<file path="config.mk">
export PLATFORM = sky130hd
export DESIGN_NAME = car_power_ctrl
export DESIGN_NICKNAME = d
export VERILOG_FILES = /design/src/rtl/car_power_ctrl.sv
export SDC_FILE = /design/constraint.sdc
export NUM_CORES = 1
export LEC_CHECK = 0
export BUFFER_PORTS_ARGS = -buffer_cell sky130_fd_sc_hd__buf_2
export CAP_MARGIN = 10
export CORE_ASPECT_RATIO = 0.9
export CORE_UTILIZATION = 38
export CTS_BUF_LIST = sky130_fd_sc_hd__clkbuf_8
export DETAILED_ROUTE_END_ITERATION = 10
export PLACE_DENSITY = 0.56
export SETUP_SLACK_MARGIN = 0.02
export SYNTH_ARGS = -nofsm -noshare
export SYNTH_HDL_FRONTEND = slang
export SYNTH_SLANG_ARGS = --single-unit
</file>
<file path="constraint.sdc">
create_clock -name clk -period 1.7 [get_ports clk]
set_input_delay 0.085 -clock clk [delete_from_list [all_inputs] [get_ports clk]]
set_output_delay 0.085 -clock clk [all_outputs]
set_load 0.02 [all_outputs]
</file>
<file path="src/rtl/car_power_ctrl.sv">
// Power-state sequencer: turns qualified power-button presses and idle timeouts
// into OFF -> STARTUP -> ON -> SHUTDOWN -> OFF transitions with registered outputs.
module car_power_ctrl #(
    parameter int STARTUP_CYC  = 8,
    parameter int SHUTDOWN_CYC = 8,
    parameter int IDLE_CYC     = 64,
    parameter int BLINK_HALF   = 4,
    parameter int CNT_W        = 16
) (
    input  logic       clk,
    input  logic       rst,
    input  logic       power_on,
    input  logic       activity,
    output logic       sys_en,
    output logic       drive_en,
    output logic       led,
    output logic [1:0] state
);

    typedef enum logic [1:0] {
        S_OFF      = 2'b00,
        S_STARTUP  = 2'b01,
        S_ON       = 2'b10,
        S_SHUTDOWN = 2'b11
    } state_t;

    localparam logic [CNT_W-1:0] STARTUP_LAST  = CNT_W'(STARTUP_CYC - 1);
    localparam logic [CNT_W-1:0] SHUTDOWN_LAST = CNT_W'(SHUTDOWN_CYC - 1);
    localparam logic [CNT_W-1:0] IDLE_LAST     = CNT_W'(IDLE_CYC - 1);
    localparam logic [CNT_W-1:0] BLINK_LAST    = CNT_W'(BLINK_HALF - 1);

    state_t           r_state;
    logic             r_pwr_q;
    logic [CNT_W-1:0] r_phase;
    logic [CNT_W-1:0] r_idle;
    logic [CNT_W-1:0] r_blink;
    logic             r_sys_en;
    logic             r_drive_en;
    logic             r_led;

    state_t           w_next_state;
    logic             w_press;
    logic             w_timeout;
    logic             w_entry;
    logic [CNT_W-1:0] w_phase_nxt;
    logic [CNT_W-1:0] w_idle_nxt;
    logic [CNT_W-1:0] w_blink_nxt;
    logic             w_led_nxt;

    assign w_press   = power_on & ~r_pwr_q;
    assign w_timeout = (r_state == S_ON) && !activity && (r_idle == IDLE_LAST);

    always_comb begin
        w_next_state = r_state;
        case (r_state)
            S_OFF: begin
                if (w_press) w_next_state = S_STARTUP;
            end
            S_STARTUP: begin
                // abort wins over completion
                if (w_press)                      w_next_state = S_SHUTDOWN;
                else if (r_phase == STARTUP_LAST) w_next_state = S_ON;
            end
            S_ON: begin
                if (w_press || w_timeout) w_next_state = S_SHUTDOWN;
            end
            S_SHUTDOWN: begin
                if (r_phase == SHUTDOWN_LAST) w_next_state = S_OFF;
            end
            default: w_next_state = S_OFF;
        endcase
    end

    assign w_entry = (w_next_state != r_state);

    always_comb begin
        w_phase_nxt = '0;
        w_idle_nxt  = '0;
        w_blink_nxt = '0;
        w_led_nxt   = 1'b0;
        if (!w_entry && (w_next_state == S_STARTUP || w_next_state == S_SHUTDOWN))
            w_phase_nxt = r_phase + 1'b1;
        if (!w_entry && w_next_state == S_ON && !activity)
            w_idle_nxt = r_idle + 1'b1;
        case (w_next_state)
            S_STARTUP, S_SHUTDOWN: begin
                // blink restarts lit on every entry, then toggles each half period
                if (w_entry) begin
                    w_led_nxt = 1'b1;
                end else if (r_blink == BLINK_LAST) begin
                    w_led_nxt = ~r_led;
                end else begin
                    w_blink_nxt = r_blink + 1'b1;
                    w_led_nxt   = r_led;
                end
            end
            S_ON:    w_led_nxt = 1'b1;
            default: w_led_nxt = 1'b0;
        endcase
    end

    always_ff @(posedge clk or negedge rst) begin
        if (!rst) begin
            r_state    <= S_OFF;
            r_pwr_q    <= 1'b1;
            r_phase    <= '0;
            r_idle     <= '0;
            r_blink    <= '0;
            r_sys_en   <= 1'b0;
            r_drive_en <= 1'b0;
            r_led      <= 1'b0;
        end else begin
            r_state    <= w_next_state;
            r_pwr_q    <= power_on;
            r_phase    <= w_phase_nxt;
            r_idle     <= w_idle_nxt;
            r_blink    <= w_blink_nxt;
            r_sys_en   <= (w_next_state != S_OFF);
            r_drive_en <= (w_next_state == S_ON);
            r_led      <= w_led_nxt;
        end
    end

    assign state    = r_state;
    assign sys_en   = r_sys_en;
    assign drive_en = r_drive_en;
    assign led      = r_led;

endmodule
</file>
### Word-level counts from Yosys, hierarchy flattened

Index checks and enable logic that the tools add are counted.

| word-level totals | value |
|---|---|
| register bits | 54 |
| bits of input ports | 4 |
| output and inout bits | 5 |
| word-level logic and storage cells | 51 |

| cells by class | value |
|---|---|
| add/sub/neg operators | 3 |
| equal/unequal tests | 11 |
| muxes and demuxes | 14 |
| bitwise operators | 3 |
| reduce and logical (&&, ||, !) cells | 12 |

Operators with widths:

| operator | count |
|---|---|
| 16-bit two-way mux | 5 |
| 16-bit by 1-bit adder with 16-bit output, second input constant | 3 |
| 16-bit by 2-bit == test with 1-bit output, second input constant | 1 |
| 16-bit by 3-bit == test with 1-bit output, second input constant | 1 |
| 16-bit by 6-bit == test with 1-bit output, second input constant | 1 |
| 2-bit two-way mux | 5 |
| 2-bit == test, second input constant | 4 |
| 2-bit one-hot mux with 4 select lines | 1 |
| 1-bit logical AND | 5 |
| 2-bit by 1-bit == test with 1-bit output, second input constant | 2 |
| 3-bit != test, second input constant | 1 |
| 1-bit logical NOT | 2 |
| 2-bit logical NOT | 1 |
| 1-bit logical OR | 2 |
| 1-bit two-way mux | 2 |
| 2-bit != test | 1 |
| 1-bit NOT | 2 |
| 1-bit one-hot mux with 2 select lines | 1 |
| 2-bit nonzero test | 1 |
| 2-bit OR reduction | 1 |
| 1-bit bitwise AND | 1 |

### Depth between registers and ports, before layout

| depth | value |
|---|---|
| depth in word-level cells | 11 |
| depth in mapped cells | 6 |
| gate-level depth less buffers | 5 |

### Least setup slack after synthesis

OpenSTA, ideal clock, no wires.

| timing path | value |
|---|---|
| path type | register to register |
| start | reg r_phase[0] |
| end | reg r_blink[10] |
| setup time | 0.121 ns |
| arrival | 1.618 ns |
| data required time | 1.579 ns |
| slack | -0.039 ns |
| cell stages (with the launch flop) | 7 |
| path buffers | 1 |
| clock period less this slack | 1.739 ns |
| cell sequence | dfrtp_1 > ha_1 > nor4bb_1 > nand4_1 > nand4_1 > buf_2 > nor2_1 |

| between the ends | value |
|---|---|
| word-level cells in the longest chain between the ends | 7 |
| elaborated cells between the ends (all ways) | 11 |
| classes of those cells | eq/ne: 4; mux: 6; reduce/logical: 1 |

Ends and longest elaborated chain:

| element | line | source |
|---|---|---|
| start: declaration | 34 | `logic [CNT_W-1:0] r_phase;` |
| start signal: assignment | 115 | `r_phase <= w_phase_nxt;` |
| 16-bit by 3-bit == test with 1-bit output * | 62, 68 |  |
| 2-bit two-way mux | 62 | `else if (r_phase == STARTUP_LAST) w_next_state = S_ON;` |
| 2-bit two-way mux | 61 | `if (w_press) w_next_state = S_SHUTDOWN;` |
| 2-bit one-hot mux with 4 select lines * | 55 | `case (r_state)` |
| 2-bit != test, or another cell as far along | 74 | `assign w_entry = (w_next_state != r_state);` |
| 16-bit two-way mux or 2-bit OR reduction (tied branches) | 88, 85 |  |
| 16-bit two-way mux * | 85 | `case (w_next_state)` |
| named net w_blink_nxt[10] | 47 | `logic [CNT_W-1:0] w_blink_nxt;` |
| end signal: assignment | 117 | `r_blink <= w_blink_nxt;` |
| end: declaration | 36 | `logic [CNT_W-1:0] r_blink;` |

The timed path passes the listed nets; every way through them passes the cells marked *.
A chain may end at the register's enable or synchronous reset.

### Worst setup path after layout

| timing path | value |
|---|---|
| start | reg r_phase[8] |
| end | reg r_phase[15] |

| between the ends | value |
|---|---|
| word-level cells in the longest chain between the ends | 8 |
| elaborated cells between the ends (all ways) | 13 |
| classes of those cells | add/sub: 1; eq/ne: 4; mux: 5; reduce/logical: 3 |

Ends and longest elaborated chain:

| element | line | source |
|---|---|---|
| 16-bit by 3-bit == test with 1-bit output | 62, 68 |  |
| 2-bit two-way mux | 62 |  |
| 2-bit two-way mux | 61 |  |
| 2-bit one-hot mux with 4 select lines | 55 |  |
| 2-bit != test, or another cell as far along | 74 |  |
| 1-bit logical NOT or 1-bit logical OR (tied branches) | 81 | `if (!w_entry && (w_next_state == S_STARTUP \|\| w_next_state == S_SHUTDOWN))` |
| 1-bit logical AND | 81 |  |
| 16-bit two-way mux * | 81 |  |
| named net w_phase_nxt[15] | 45 | `logic [CNT_W-1:0] w_phase_nxt;` |

Marked as above.

==> run metrics <==
fin crit period 1.59 ns; Worst VDD drop 514 uV; initial antenna violation count 0; CP Capture Type flop; Root Buffer clkbuf_8; hold depth 3; DRT Pass-1 Iters 4; GPL Wtd Cong 0.838; via/cell ratio 5.05; largest net degree at the start of global routing 55; total die area 7300 um^2; R2R Setup Slk 0.11 ns; Yosys reg bits 54; PwrDens 1030 nW/um^2; crit-path max FO 16; NumNets Final 317; status complete, no violations; Slew @ Worst Pin 0.409 ns; most instantiated cells after synthesis dfrtp_1, nor2_1, xor2_1; Worst Slack Setup Final 0.112 ns; Worst EP arrival 1.78 ns; sequential share of the synthesized area 51.1%; Placeable Area 6660 um^2; Worst Hold Launch activity; GRT Util Overall 16.8%; HP Class primary input to flop; vias in the first global route 2067; layout cells sized above 1 18.3%; worst reg2reg path depth 6; Max Buffers Root-to-Sink 2; share of Yosys cell area claimed by the top area cell type 50.1%; Reg-to-Reg Start r_phase[8]; placed insts 388; P&R area growth vs syn 20.7%; top-count cell post-synth dfrtp_1; Slew Limit Headroom 72.7%; worst reg2reg endpoint r_phase[15]; antenna cells 0; DR WL/cell 13.4 um; die width 89.9 um; Die Height 81.2 um; Yosys top cell by area dfrtp_1; share of the clock period used by the worst path 93.4%; Unique masters post-synth 38; Post-Layout Cell Count 401; Crit-path slowest cell dfrtp_1; I/O Pins 9; Synth area leaders dfrtp_1, xor2_1, nor2_1; Detail Route Antenna Nets 0; first-pass GRT wire length 9740 um; total gr overflow 0; Slew Limit Fails 0; DRC viols 0; htree depth 2; Post-Syn Area 2650 um^2; Required @ worst endpoint 1.90 ns; Synth Flop Type dfrtp_1; CTS tree done; Worst Skew 0.00868 ns; DRT iter0 DRCs 66; post-layout total power 3.29 mW; half-perimeter wire length after placement 3740 um; kind of critical path flop to flop; Clock Sinks 54; EDFF count, synth 0; Synth Net Count 277; final setup fails 0; CTS clk-pin slew, worst paths 0.10 ns; CP cell instances nor4_4 > nand4_1 > buf_6 > nand3_1 > buf_12 > nor2_1; Vias 2025; Leak 1.35 nW; Min-Delay Endpoint drive_en; fmax 630 MHz; startpoint types flop; Hold Vio Cnt, Final 0; maxcap violations 0; largest stage delay on the critical path 0.46 ns; Cells after Synth 270; clk_lat worst skew 0.30 ns; number of CTS-inserted buffers 5; # port buffers 8; asr flop ratio synth 100%; RSZ-0062 raised after global routing true; drt total wl 5370 um; Setup WS pre-CTS 0.0168 ns; Starting Density 39.7%; Ys Warns 0; syn avg cell area 9.80 um^2; Rows 28
[worst max-delay path: cells and delay by family, from the launching register on]
kind	cells	cell delay, ns
buf+inv	2	0.34
flops	1	0.46
simple gates	4	0.69
[area by class of cell]
class                   count  area (um^2)
clock inverters             3         17.5
well taps                  90          113
inverters                   6         22.5
clock buffers               5         68.8
fillers                   657         3460
repair buffers             38          312
multi-input cells         205         1310
flip-flops and latches     54         1350
[metal layers]
metal  wire, um  GRT usage (%)
met1       2870           23.9
met2       2250           25.5
met3        177           3.65
met4         79           5.81
met5          0              0
[logic make-up (layout without fill, tap and decap cells)]
family,count (synthesis),after routing,share of synthesized area (%)
buffers and inverters,11,52,1.66
adder cells (fa/ha/maj),3,3,1.42
flip-flops,54,54,51.1
XOR/XNOR,36,36,11.9
AND/OR/NAND/NOR,144,144,28.9
AO/OA/AOI/OAI,22,22,4.92
[worst max-delay path by stage]
stage | end | start | slack [ns] | cells past startpoint
finish | r_phase[15] | r_phase[8] | 0.11 | 6
detailed placement | r_idle[15] | r_idle[9] | 0.02 | 4
global route | r_blink[15] | r_phase[8] | -0.04 | 6
global placement | drive_en | r_phase[1] | 0.04 | 5
CTS | r_blink[15] | r_phase[8] | 0.02 | 6
floorplan | drive_en | r_phase[0] | 0.08 | 5
[sequential cells by signal, indices dropped and copies added (netlist names)]
signal    cells
r_blink      16
r_idle       16
r_phase      16
state         2
drive_en      1
led           1
r_pwr_q       1
sys_en        1
[metrics by stage]
stage | TNS, ns | utilization [%] | hold WS (ns) | cell area (um^2)
5_1_grt | -0.299 | 48.0 | 0.164 | 3190
6_report | 0 | 48.0 | 0.164 | 3190
2_1_floorplan | 0 | - | -0.211 | 2660
3_5_place_dp | 0 | 45.3 | 0.110 | 3010
3_3_place_gp | 0 | 45.3 | 0.108 | 3010
4_1_cts | 0 | 47.1 | 0.124 | 3130
[what timing repair did]
action / CTS / global route
pin swaps: 0 / 6
gates resized for setup: 1 / 9
hold buffers: 2 / 0
setup endpoints to repair: 18 / 49
endpoints found under the hold margin: 54 / 0
setup buffers: 1 / 2
[power breakdown]
| group | internal [mW] | total [mW] | switching, mW |
|---|---|---|---|
| combinational | 0.494 | 1.07 | 0.572 |
| sequential | 1.42 | 1.53 | 0.107 |
| clock | 0.286 | 0.697 | 0.412 |
[cell usage in the layout, fill, tap and decap left out, types with 3 or more instances in the layout]
| cell | netlist | final |
|---|---|---|
| o31ai_1 | 3 | 3 |
| xor2_1 | 19 | 19 |
| buf_4 | 0 | 24 |
| buf_2 | 2 | 8 |
| nand2b_1 | 3 | 3 |
| and3_1 | 5 | 5 |
| clkbuf_8 | 0 | 5 |
| dfrtp_1 | 53 | 53 |
| nand2_1 | 17 | 17 |
| nor2_1 | 43 | 43 |
| nor3_1 | 9 | 9 |
| nand3_1 | 15 | 15 |
| xnor2_1 | 17 | 17 |
| a21oi_1 | 8 | 7 |
| inv_1 | 6 | 7 |
| nand4_1 | 14 | 14 |
| and4_1 | 4 | 4 |
| buf_12 | 0 | 3 |
| o21ai_0 | 7 | 6 |
| nor4_1 | 10 | 9 |
| or3_1 | 4 | 4 |
Note: power is estimated with default switching activity, not from simulation.
